[src/rtl/ftdi_fifo_avalon_st_instream.sv]
`timescale 1ns/1ps
// ftdi_fifo_avalon_st_instream
// Receive bridge from an FT245-style asynchronous FIFO to an Avalon-ST source.
// Senses RXF#, issues timed RD# strobes, captures each byte into a 2-entry
// in-order buffer and presents the head as an Avalon-ST stream (ready latency 0).
// Ports:
//   clk, rst         system clock, asynchronous active-low reset
//   oST_VALID        Avalon-ST valid (buffer not empty)
//   oST_DATA[7:0]    Avalon-ST data (buffer head)
//   iST_READY        Avalon-ST ready
//   iFIFO_RXF_n      FTDI data-available, active-low, asynchronous
//   oFIFO_RD_n       FTDI read strobe, active-low, registered
//   iFIFO_DATA[7:0]  FTDI data bus (input direction only)
//   oFIFO_OE_n       bus output enable, tied high: this block never drives the bus
module ftdi_fifo_avalon_st_instream #(
  parameter int unsigned RD_PULSE_CYCLES     = 3,
  parameter int unsigned RD_PRECHARGE_CYCLES = 4
) (
  input  logic       clk,
  input  logic       rst,
  output logic       oST_VALID,
  output logic [7:0] oST_DATA,
  input  logic       iST_READY,
  input  logic       iFIFO_RXF_n,
  output logic       oFIFO_RD_n,
  input  logic [7:0] iFIFO_DATA,
  output logic       oFIFO_OE_n
);

  localparam int unsigned DATA_W  = 8;
  localparam int unsigned CNT_MAX = (RD_PULSE_CYCLES > RD_PRECHARGE_CYCLES) ?
                                    RD_PULSE_CYCLES : RD_PRECHARGE_CYCLES;
  localparam int unsigned CNT_W   = (CNT_MAX > 1) ? $clog2(CNT_MAX) : 1;
  localparam int unsigned OCC_W   = 2;

  typedef enum logic [1:0] {
    ST_IDLE      = 2'd0,
    ST_READ      = 2'd1,
    ST_PRECHARGE = 2'd2
  } state_t;

  state_t              state, state_d;
  logic [CNT_W-1:0]    tmr, tmr_d;
  logic                rd_n_d;
  logic                push_c;
  logic                pop_c;
  logic                rxf_s;
  logic [1:0]          rxf_sync;
  logic [OCC_W-1:0]    count;
  logic [DATA_W-1:0]   tail_q;

  assign oFIFO_OE_n = 1'b1;

  // RXF# synchronizer; idles high so nothing launches during refill
  always_ff @(posedge clk or negedge rst) begin
    if (!rst) rxf_sync <= 2'b11;
    else      rxf_sync <= {rxf_sync[0], iFIFO_RXF_n};
  end
  assign rxf_s = rxf_sync[1];

  // State register, strobe timer and registered RD#
  always_ff @(posedge clk or negedge rst) begin
    if (!rst) begin
      state      <= ST_IDLE;
      tmr        <= '0;
      oFIFO_RD_n <= 1'b1;
    end else begin
      state      <= state_d;
      tmr        <= tmr_d;
      oFIFO_RD_n <= rd_n_d;
    end
  end

  // Next-state logic; a read is only launched when the buffer has room
  always_comb begin
    state_d = state;
    case (state)
      ST_IDLE:      if (!rxf_s && (count < OCC_W'(2))) state_d = ST_READ;
      ST_READ:      if (tmr == '0) state_d = ST_PRECHARGE;
      ST_PRECHARGE: if (tmr == '0) state_d = ST_IDLE;
      default:      state_d = ST_IDLE;
    endcase
  end

  // Output / timer logic: next RD# level, timer reload and capture pulse
  always_comb begin
    rd_n_d = 1'b1;
    tmr_d  = tmr;
    push_c = 1'b0;
    case (state)
      ST_IDLE: begin
        if (!rxf_s && (count < OCC_W'(2))) begin
          rd_n_d = 1'b0;
          tmr_d  = CNT_W'(RD_PULSE_CYCLES - 1);
        end
      end
      ST_READ: begin
        if (tmr == '0) begin
          push_c = 1'b1;
          tmr_d  = CNT_W'(RD_PRECHARGE_CYCLES - 1);
        end else begin
          rd_n_d = 1'b0;
          tmr_d  = tmr - CNT_W'(1);
        end
      end
      ST_PRECHARGE: begin
        if (tmr != '0) tmr_d = tmr - CNT_W'(1);
      end
      default: begin
        tmr_d = '0;
      end
    endcase
  end

  assign pop_c = oST_VALID & iST_READY;

  // Two-entry output buffer; oST_DATA is the head register itself
  always_ff @(posedge clk or negedge rst) begin
    if (!rst) begin
      count     <= '0;
      oST_VALID <= 1'b0;
      oST_DATA  <= '0;
      tail_q    <= '0;
    end else begin
      case ({push_c, pop_c})
        2'b10: begin
          if (count == '0) oST_DATA <= iFIFO_DATA;
          else             tail_q   <= iFIFO_DATA;
          count     <= count + OCC_W'(1);
          oST_VALID <= 1'b1;
        end
        2'b01: begin
          oST_DATA  <= tail_q;
          count     <= count - OCC_W'(1);
          oST_VALID <= (count != OCC_W'(1));
        end
        2'b11: begin
          // occupancy unchanged; the new byte lands behind whatever remains
          if (count == OCC_W'(1)) begin
            oST_DATA <= iFIFO_DATA;
          end else begin
            oST_DATA <= tail_q;
            tail_q   <= iFIFO_DATA;
          end
          oST_VALID <= 1'b1;
        end
        default: begin
          count <= count;
        end
      endcase
    end
  end

endmodule
[config.mk]
export PLATFORM = sky130hd
export DESIGN_NAME = ftdi_fifo_avalon_st_instream
export DESIGN_NICKNAME = d
export VERILOG_FILES = /design/src/rtl/ftdi_fifo_avalon_st_instream.sv
export SDC_FILE = /design/constraint.sdc
export NUM_CORES = 1
export LEC_CHECK = 0
export CORE_ASPECT_RATIO = 1.4
export CORE_MARGIN = 1.5
export CORE_UTILIZATION = 56
export CTS_BUF_LIST = sky130_fd_sc_hd__clkbuf_8 sky130_fd_sc_hd__clkbuf_16
export DETAILED_ROUTE_END_ITERATION = 7
export GPL_ROUTABILITY_DRIVEN = 0
export PLACE_DENSITY_LB_ADDON = 0.08
export SLEW_MARGIN = 20
export SYNTH_ARGS = -nofsm -noshare
export SYNTH_HDL_FRONTEND = slang
export SYNTH_SLANG_ARGS = --single-unit
[constraint.sdc]
create_clock -name clk -period 6.3 [get_ports clk]
set_input_delay 1.89 -clock clk [delete_from_list [all_inputs] [get_ports clk]]
set_output_delay 1.89 -clock clk [all_outputs]
set_load 0.005 [all_outputs]
Word-level counts from Yosys, hierarchy flattened
Index checks and enable logic that the tools add are counted.
{"block": "op_classes", "add_sub_neg": 3, "mul": 0, "n_div": 0, "order_cmp": 1, "eq_ne": 14, "shift": 0, "mux": 20, "bitwise_logic": 1, "n_reduce_logical": 15}
{"operator": "two-way mux 8 bit", "n": 4}
{"operator": "case mux 8 bit (3 select lines)", "n": 1}
{"operator": "case mux 8 bit (2 select lines)", "n": 1}
{"operator": "inequality test 2 bit, second input constant", "n": 7}
{"operator": "two-way mux 2 bit", "n": 6}
{"operator": "case mux 2 bit (3 select lines)", "n": 2}
{"operator": "nonzero test 2 bit", "n": 4}
{"operator": "equality test 2 x 1 -> 1 bit, second input constant", "n": 3}
{"operator": "equality test 2 bit, second input constant", "n": 3}
{"operator": "zero test 2 bit", "n": 3}
{"operator": "AND reduction 3 bit", "n": 2}
{"operator": "case mux 1 bit (2 select lines)", "n": 2}
{"operator": "case mux 2 bit (2 select lines)", "n": 1}
{"operator": "AND reduction 2 bit", "n": 2}
{"operator": "subtractor 2 x 1 -> 2 bit, second input constant", "n": 2}
{"operator": "two-way mux 1 bit", "n": 3}
{"operator": "nonzero test 3 bit", "n": 1}
{"operator": "adder 2 x 1 -> 2 bit, second input constant", "n": 1}
{"operator": "< comparator 2 bit, second input constant", "n": 1}
{"operator": "inequality test 2 x 1 -> 1 bit, second input constant", "n": 1}
{"operator": "OR reduction 2 bit", "n": 1}
{"operator": "AND 1 bit", "n": 1}
{"operator": "logical AND 1 bit", "n": 1}
{"operator": "zero test 1 bit", "n": 1}
{"block": "totals", "reg_bits": 26, "latch_bits": 0, "mem_bits_rw": 0, "romBits": 0, "in_bits": 12, "out_inout_bits": 11, "word_cells": 62, "mem_count": 0}

Longest topological paths before layout
Gate-level depths: netlist of run 1.
{"block": "depth", "ltp_word": 6, "depth_mapped": 10}

Worst setup path before layout of run 1
OpenSTA, ideal clock, no wires.
{"block": "synth_timing", "kind": "in2reg", "start": "in iST_READY", "end": "reg tail_q[0]", "setup_time_ns": 0.125, "arrival_time_ns": 3.605, "path_slack_ns": 2.570, "cell_stages": 9, "n_path_buf": 3, "cell_sequence": "buf_2 -> nand2_1 -> inv_1 -> ha_1 -> and2_4 -> buf_6 -> or3_1 -> buf_6 -> mux2_4"}
{"block": "synth_via", "elab_chain_len": 4, "elab_cells_between_ends": 8, "classes_between": "eq/ne (4); mux (1); bitwise (1); reduce/logical (2)"}
{"element": "start: declaration", "line": "23", "text": "input logic iST_READY,"}
{"element": "AND 1 bit (*)", "line": "115", "text": "assign pop_c = oST_VALID & iST_READY;"}
{"element": "equality test 2 bit", "line": "125", "text": "case ({push_c, pop_c})"}
{"element": "inequality test 2 bit (no line) or nonzero test 2 bit (tied branches)"}
{"element": "AND reduction 3 bit (no line)"}
{"element": "end signal: assignment", "line": "128", "text": "else tail_q <= iFIFO_DATA;"}
{"element": "end signal: assignment", "line": "143", "text": "tail_q <= iFIFO_DATA;"}
{"element": "end: declaration", "line": "50", "text": "logic [DATA_W-1:0] tail_q;"}
Mark *: on every way between the ends. The rest lies on a longest branch, timed or not.
A chain may end at the register's enable or synchronous reset.

Worst setup path in the final report of run 1
{"block": "layout_timing", "start": "in iST_READY", "end": "reg tail_q[3]"}
Same word-level chain as after synthesis.

==> results.json, run 1 <==
{
  "drive_above_1_share_pct": 13.1,
  "start_util_pct": 58.8,
  "regToRegSetupSlack_ps": 3780,
  "layout.cell_area.non_filler_um2": 1660,
  "regToRegStartpoint": "oST_VALID$_DFFE_PN0P_",
  "synth.cells.most_frequent": "dfrtp_1 (23), o21ai_0 (13), ha_1 (9), inv_1 (9), nor3_1 (9)",
  "timing.critical_path.to_type": "flop",
  "cp_data_arrival_time_ps": 4380,
  "tns_ps": 0,
  "cts_max_path_buffers": 2,
  "cts_sinks": 26,
  "clk_pin_slew_worst_paths_ps": 90,
  "r2r.worst_path.cells": 5,
  "tritoncts": "yes",
  "grt_pass1_wl_mm": 4.80,
  "static-leakage-power_nw": 0.740,
  "most_numerous_cell_in_the_yosys_netlist": "dfrtp_1",
  "holdBufCountCts": 0,
  "iter_0_drt_violations": 11,
  "p_clk_share_pct": 17.8,
  "critical_path_peak_fanout": 11,
  "hold-worst-slack_ps": 368,
  "hold_path_startpoint": "rxf_sync[0]$_DFF_PN1_",
  "syn-instance-count": 131,
  "post_synth.cell_area_avg_um2": 10.7,
  "std_cell_rows": 21,
  "final_cell_count_no_fill": 179,
  "max_clock_freq_mhz": 237,
  "finalNetCount": 167,
  "rsz_0062_raised_after_global_routing": "no",
  "cts_resized": 0,
  "routed_wire_length_per_instance_um": 15.4,
  "ys_dominant_reg_cell": "dfrtp_1",
  "worst_path_max_delay_cell": "clkdlybuf4s50_1",
  "die_x_um": 45.3,
  "max_cap_viol_count": 0,
  "gr-total-overflow": 0,
  "cts_made_buffers": 3,
  "cts.htree.levels": 1,
  "detailroute.via_count": 1029,
  "post-cts-setup-buffer-count": 0,
  "net_switching_fraction_of_the_power_pct": 32.4,
  "finalSetupViolations": 0,
  "hold_path.class": "reg -> reg",
  "cts-root-buf": "clkbuf_8",
  "total_chip_power_w": 0.000761,
  "placed_cell_area_um2": 1590,
  "async_reset_ff_share_pct": 100,
  "fillCellCount": 190,
  "finalHoldViolations": 0,
  "postSynthNetCount": 152,
  "drc": 0,
  "synth_enable_flop_cells": 0,
  "synth_top_area_share_pct": 41.0,
  "antenna_violating_nets_post_route": 0,
  "design.portCount": 23,
  "setup.worst_path.class": "in -> reg",
  "pin_count_of_the_biggest_net_entering_global_routing": 27,
  "critical_path.top_delay_family": "simple AND/OR/NAND/NOR gates",
  "power.share.sequential_pct": 41.0,
  "slowest_stage_delay_cp_ps": 650,
  "die_area_um2": 2820,
  "worstReg2RegEnd": "tail_q[3]$_DFFE_PN0P_",
  "via_per_inst": 5.75,
  "yosys-top-cells-area": "dfrtp_1 (41%), mux2_4 (8.5%), ha_1 (8.0%), dfstp_2 (5.6%), o2111ai_1 (5.0%)",
  "min_path_cells": 0,
  "intPower_w": 0.000514,
  "antenna_cells": 0,
  "combPwrFrac_pct": 41.2,
  "placed_cells": 175,
  "worstPathRequired_ps": 6460,
  "synth_warnings": 0,
  "synth.largest_area_cell": "dfrtp_1",
  "floorplan.die.height_um": 62.3,
  "final.setup_skew_ps": 1.87,
  "hold_path_end": "rxf_sync[1]$_DFF_PN1_",
  "report.final.slew_viol_count": 0,
  "cp.buffers_inverters": 1,
  "count_of_state_elements_after_synthesis": 26,
  "switching_pwr_w": 0.000246,
  "grt_usage_pct": 22.5,
  "worst_pin_slew_ps": 563,
  "run_status": "complete, no violations",
  "clock_period_minus_worst_slack_ps": 4220,
  "start_kind": "input pin",
  "place.port_buffers": 21,
  "seq_area_frac_synth_pct": 46.6,
  "area_growth_syn_to_layout_pct": 18.2,
  "dr.pass1.iters": 4,
  "hpwlAfterDp_mm": 2.10,
  "ir_drop_uv": 254,
  "clk_latency_ps": 270,
  "post_synth_instance_area_um2": 1410,
  "synth.distinct_cells": 33,
  "totalWireLength_mm": 2.77,
  "floorplan.core_area_um2": 2390,
  "relSlewSlack_pct": 62.5,
  "period_share_pct": 67.0,
  "timing.critical_path.cells": "clkdlybuf4s50_1, nand2_1, ha_1, and2_1, or3_1, mux2_4",
  "vias_in_the_first_global_route": 1054,
  "pwr_density_cell_nw_per_um2": 458,
  "grt_antenna_before_repair": 0
}
==> worst max-delay path by stage <==
stage,startpoint,to,slack (ps),cells past startpoint
final,iST_READY,tail_q[3]$_DFFE_PN0P_,2080,6
after global routing,iST_READY,tail_q[2]$_DFFE_PN0P_,1940,6
after CTS,iST_READY,tail_q[3]$_DFFE_PN0P_,2080,6
after detailed placement,iST_READY,tail_q[4]$_DFFE_PN0P_,1840,6
after global placement,iST_READY,tail_q[4]$_DFFE_PN0P_,1880,6
after floorplan,iST_READY,tail_q[0]$_DFFE_PN0P_,2570,9
==> layout by cell type, fill, tap and decap left out, drive strengths merged, types with 2 or more instances in the layout <==
| cell type | synthesis | routed |
|---|---|---|
| nor3 | 9 | 9 |
| o2111ai | 8 | 8 |
| or2 | 2 | 2 |
| clkbuf | 4 | 3 |
| dfrtp | 23 | 23 |
| and2 | 2 | 2 |
| clkdlybuf4s50 | 0 | 20 |
| nor2 | 4 | 4 |
| dfstp | 3 | 3 |
| a31oi | 8 | 8 |
| nor2b | 2 | 2 |
| a21oi | 3 | 3 |
| nand2 | 4 | 4 |
| a21o | 2 | 2 |
| mux2 | 10 | 10 |
| inv | 9 | 9 |
| o21ai | 13 | 13 |
| ha | 9 | 9 |
==> power by group through the flow <==
stage,Clock (W),Sequential (W),Combinational [W]
detailed placement,0,0.000313,0.000314
floorplan,0,0.000289,0.000220
global placement,0,0.000309,0.000307
global route,0.000146,0.000319,0.000349
CTS,0.000138,0.000309,0.000317
finish,0.000136,0.000312,0.000313
==> final cells by class <==
cell class,count,area [µm²],area share (%)
Clock inverter,1,30.0,1.81
Multi-Input combinational cell,85,653,39.3
Timing Repair Buffer,21,205,12.4
Tap cell,34,42.5,2.56
Clock buffer,3,41.3,2.49
Inverter,9,33.8,2.03
Sequential cell,26,654,39.4
==> metrics by stage <==
step	util, %	worst slack, ps
floorplan	-	2570
global placement	66.7	1880
detailed placement	66.7	1840
CTS	69.6	2080
global route	69.4	1940
finish	69.4	2080
==> registers in the layout, summed over array words and instances, names as in the netlist <==
name        flops
oST_DATA        8
tail_q          8
count           2
rxf_sync        2
state           2
tmr             2
oFIFO_RD_n      1
oST_VALID       1
==> layer usage <==
metal / wire [µm] / vias to the layer above / track usage, %
met2: 1550 / 19 / 38.2
met3: 42 / 6 / 3.20
met4: 43 / 0 / 7.35
met5: 0 / - / 0
met1: 1130 / 512 / 28.3
li1: - / 492 / -
==> logic make-up (layout without fill, tap and decap cells) <==
group                      Yosys count  after routing  share of synthesized area (%)
AOI/OAI and AO/OA                   35             35                           15.9
xor gates and xnor gates             2              2                           1.25
adders and majority gates            9              9                           8.01
buffers and inverters               20             34                           6.94
DFF                                 26             26                           46.6
muxes                               11             11                           10.9
other                                1              1                          0.267
and+or+nand+nor                     27             27                           10.2
Note: power is estimated with default switching activity, not from simulation.
==> run 2: changes to the inputs <==
Settings changed: CORE_UTILIZATION 56 to 47.
Clock period 6.3 ns to 3.57 ns, I/O delays scaled along.
==> results.json, run 2 (synthesis gave the netlist of run 1 again) <==
{
  "cts_max_path_buffers": 2,
  "std_cell_rows": 23,
  "use_met3_pct": 2.21,
  "clk_latency_ps": 280,
  "combPwrFrac_pct": 44.7,
  "tritoncts": "yes",
  "routed_wire_length_per_instance_um": 16.1,
  "cts_sinks": 26,
  "cts.htree.levels": 1,
  "p_clk_share_pct": 13.2,
  "rsz_0062_raised_after_global_routing": "no",
  "min_path_cells": 0,
  "worstPathRequired_ps": 3730,
  "setup.worst_path.class": "in -> reg",
  "switching_pwr_w": 0.000437,
  "finalHoldViolations": 0,
  "iter_0_drt_violations": 42,
  "start_util_pct": 49.3,
  "start_kind": "input pin",
  "run_status": "complete, no violations",
  "cts_made_buffers": 3,
  "dr.pass1.iters": 4,
  "fillCellCount": 246,
  "regToRegStartpoint": "tmr[0]$_DFFE_PN0P_",
  "hpwlAfterDp_mm": 2.19,
  "place.port_buffers": 21,
  "r2r.worst_path.cells": 8,
  "area_growth_syn_to_layout_pct": 19.6,
  "grt-busiest-layer": "met2",
  "floorplan.core_area_um2": 2850,
  "power.share.sequential_pct": 42.1,
  "vias_in_the_first_global_route": 1082,
  "hold_path_end": "rxf_sync[1]$_DFF_PN1_",
  "final_util_pct": 59.0,
  "finalNetCount": 172,
  "antenna_cells": 0,
  "worstReg2RegEnd": "tail_q[5]$_DFFE_PN0P_",
  "cts_resized": 0,
  "clk_pin_slew_worst_paths_ps": 80,
  "net_switching_fraction_of_the_power_pct": 34.1,
  "gr-usage-met2_pct": 38.0,
  "finalSetupViolations": 0,
  "floorplan.die.height_um": 67.7,
  "relSlewSlack_pct": 60.5,
  "detailroute.via_count": 1028,
  "period_share_pct": 83.6,
  "timing.critical_path.to_type": "flop",
  "max_cap_viol_count": 0,
  "cts-root-buf": "clkbuf_8",
  "grt_antenna_before_repair": 0,
  "cp_data_arrival_time_ps": 3150,
  "clock_period_minus_worst_slack_ps": 2990,
  "grt_usage_pct": 21.1,
  "critical_path_peak_fanout": 9,
  "static-leakage-power_nw": 0.756,
  "pin_count_of_the_biggest_net_entering_global_routing": 27,
  "final_common_cell": "dfrtp_1",
  "post-cts-setup-buffer-count": 0,
  "drc": 0,
  "registers_with_the_highest_flip_flop_counts": "oST_DATA: 8 flops, tail_q: 8 flops",
  "hold_path.class": "reg -> reg",
  "pwr_density_cell_nw_per_um2": 763,
  "drive_above_1_share_pct": 14.7,
  "holdBufCountCts": 0,
  "design.portCount": 23,
  "intPower_w": 0.000844,
  "ir_drop_uv": 441,
  "final.setup_skew_ps": 6.80,
  "worst_pin_slew_ps": 591,
  "max_clock_freq_mhz": 335,
  "layout_common_cells": "dfrtp_1 (23), clkdlybuf4s50_1 (21), o21ai_0 (13), inv_1 (10)",
  "regToRegSetupSlack_ps": 1070,
  "antenna_violating_nets_post_route": 0,
  "die_x_um": 49.2,
  "gr-total-overflow": 0,
  "grt_pass1_wl_mm": 5.17,
  "hold_path_startpoint": "rxf_sync[0]$_DFF_PN1_",
  "report.final.slew_viol_count": 0,
  "via_per_inst": 5.50,
  "totalWireLength_mm": 3.01,
  "die_area_um2": 3330,
  "tns_ps": 0,
  "met1_usage_pct": 25.3
}
## run 2: cell types whose count changed in the layout (fill, tap and decap cells not counted), sizes merged
| cell | change |
|---|---|
| buf | +4 |
| bufinv | -1 |
| inv | +1 |
| clkdlybuf4s50 | +1 |
## run 2: cell type report
class	instances	area (µm²)	area share, %
multi-input cells	85	653	38.9
repair buffers	26	248	14.7
clock inverters	1	3.75	0.223
inverters	9	33.8	2.01
flip-flops and latches	26	654	38.9
clock buffers	3	41.3	2.46
well taps	37	46.3	2.76
## run 2: worst max-delay path by stage
stage / from / end / slack [ps] / cells past startpoint
floorplan: iST_READY / tail_q[0]$_DFFE_PN0P_ / 660 / 9
global placement: iST_READY / tail_q[1]$_DFFE_PN0P_ / 370 / 7
detailed placement: iST_READY / tail_q[3]$_DFFE_PN0P_ / 310 / 7
CTS: iST_READY / tail_q[5]$_DFFE_PN0P_ / 590 / 7
global route: iST_READY / tail_q[5]$_DFFE_PN0P_ / 470 / 7
finish: iST_READY / tail_q[5]$_DFFE_PN0P_ / 580 / 7
## run 2: power groups by stage
stage | registers (W) | clock network [W] | logic, W
final | 0.000539 | 0.000170 | 0.000573
after global routing | 0.000558 | 0.000187 | 0.000639
after CTS | 0.000539 | 0.000173 | 0.000580
after detailed placement | 0.000541 | 0 | 0.000578
after global placement | 0.000538 | 0 | 0.000557
after floorplan | 0.000510 | 0 | 0.000388
## run 2: critical path, cell delays in order
cell	delay (ps)
clkdlybuf4s50_1	430
nand2_1	140
inv_1	100
ha_1	230
and2_4	200
or3_1	590
mux2_4	380
## run 2: metal layers
| metal | wire length, µm | vias to the layer above |
|---|---|---|
| met5 | 0 | - |
| met4 | 56 | 0 |
| met3 | 65 | 5 |
| met2 | 1600 | 18 |
| met1 | 1290 | 506 |
| li1 | - | 499 |
## run 2: metrics by stage
step           setup slack (ps)  hold slack, ps  power [W]  area [µm²]  std cells
2_1_floorplan               659             345   0.000898        1410        131
3_3_place_gp                371             347    0.00110        1640        183
3_5_place_dp                306             354    0.00112        1640        183
4_1_cts                     590             366    0.00129        1680        187
5_1_grt                     468             367    0.00138        1680        187
6_report                    584             362    0.00128        1680        187
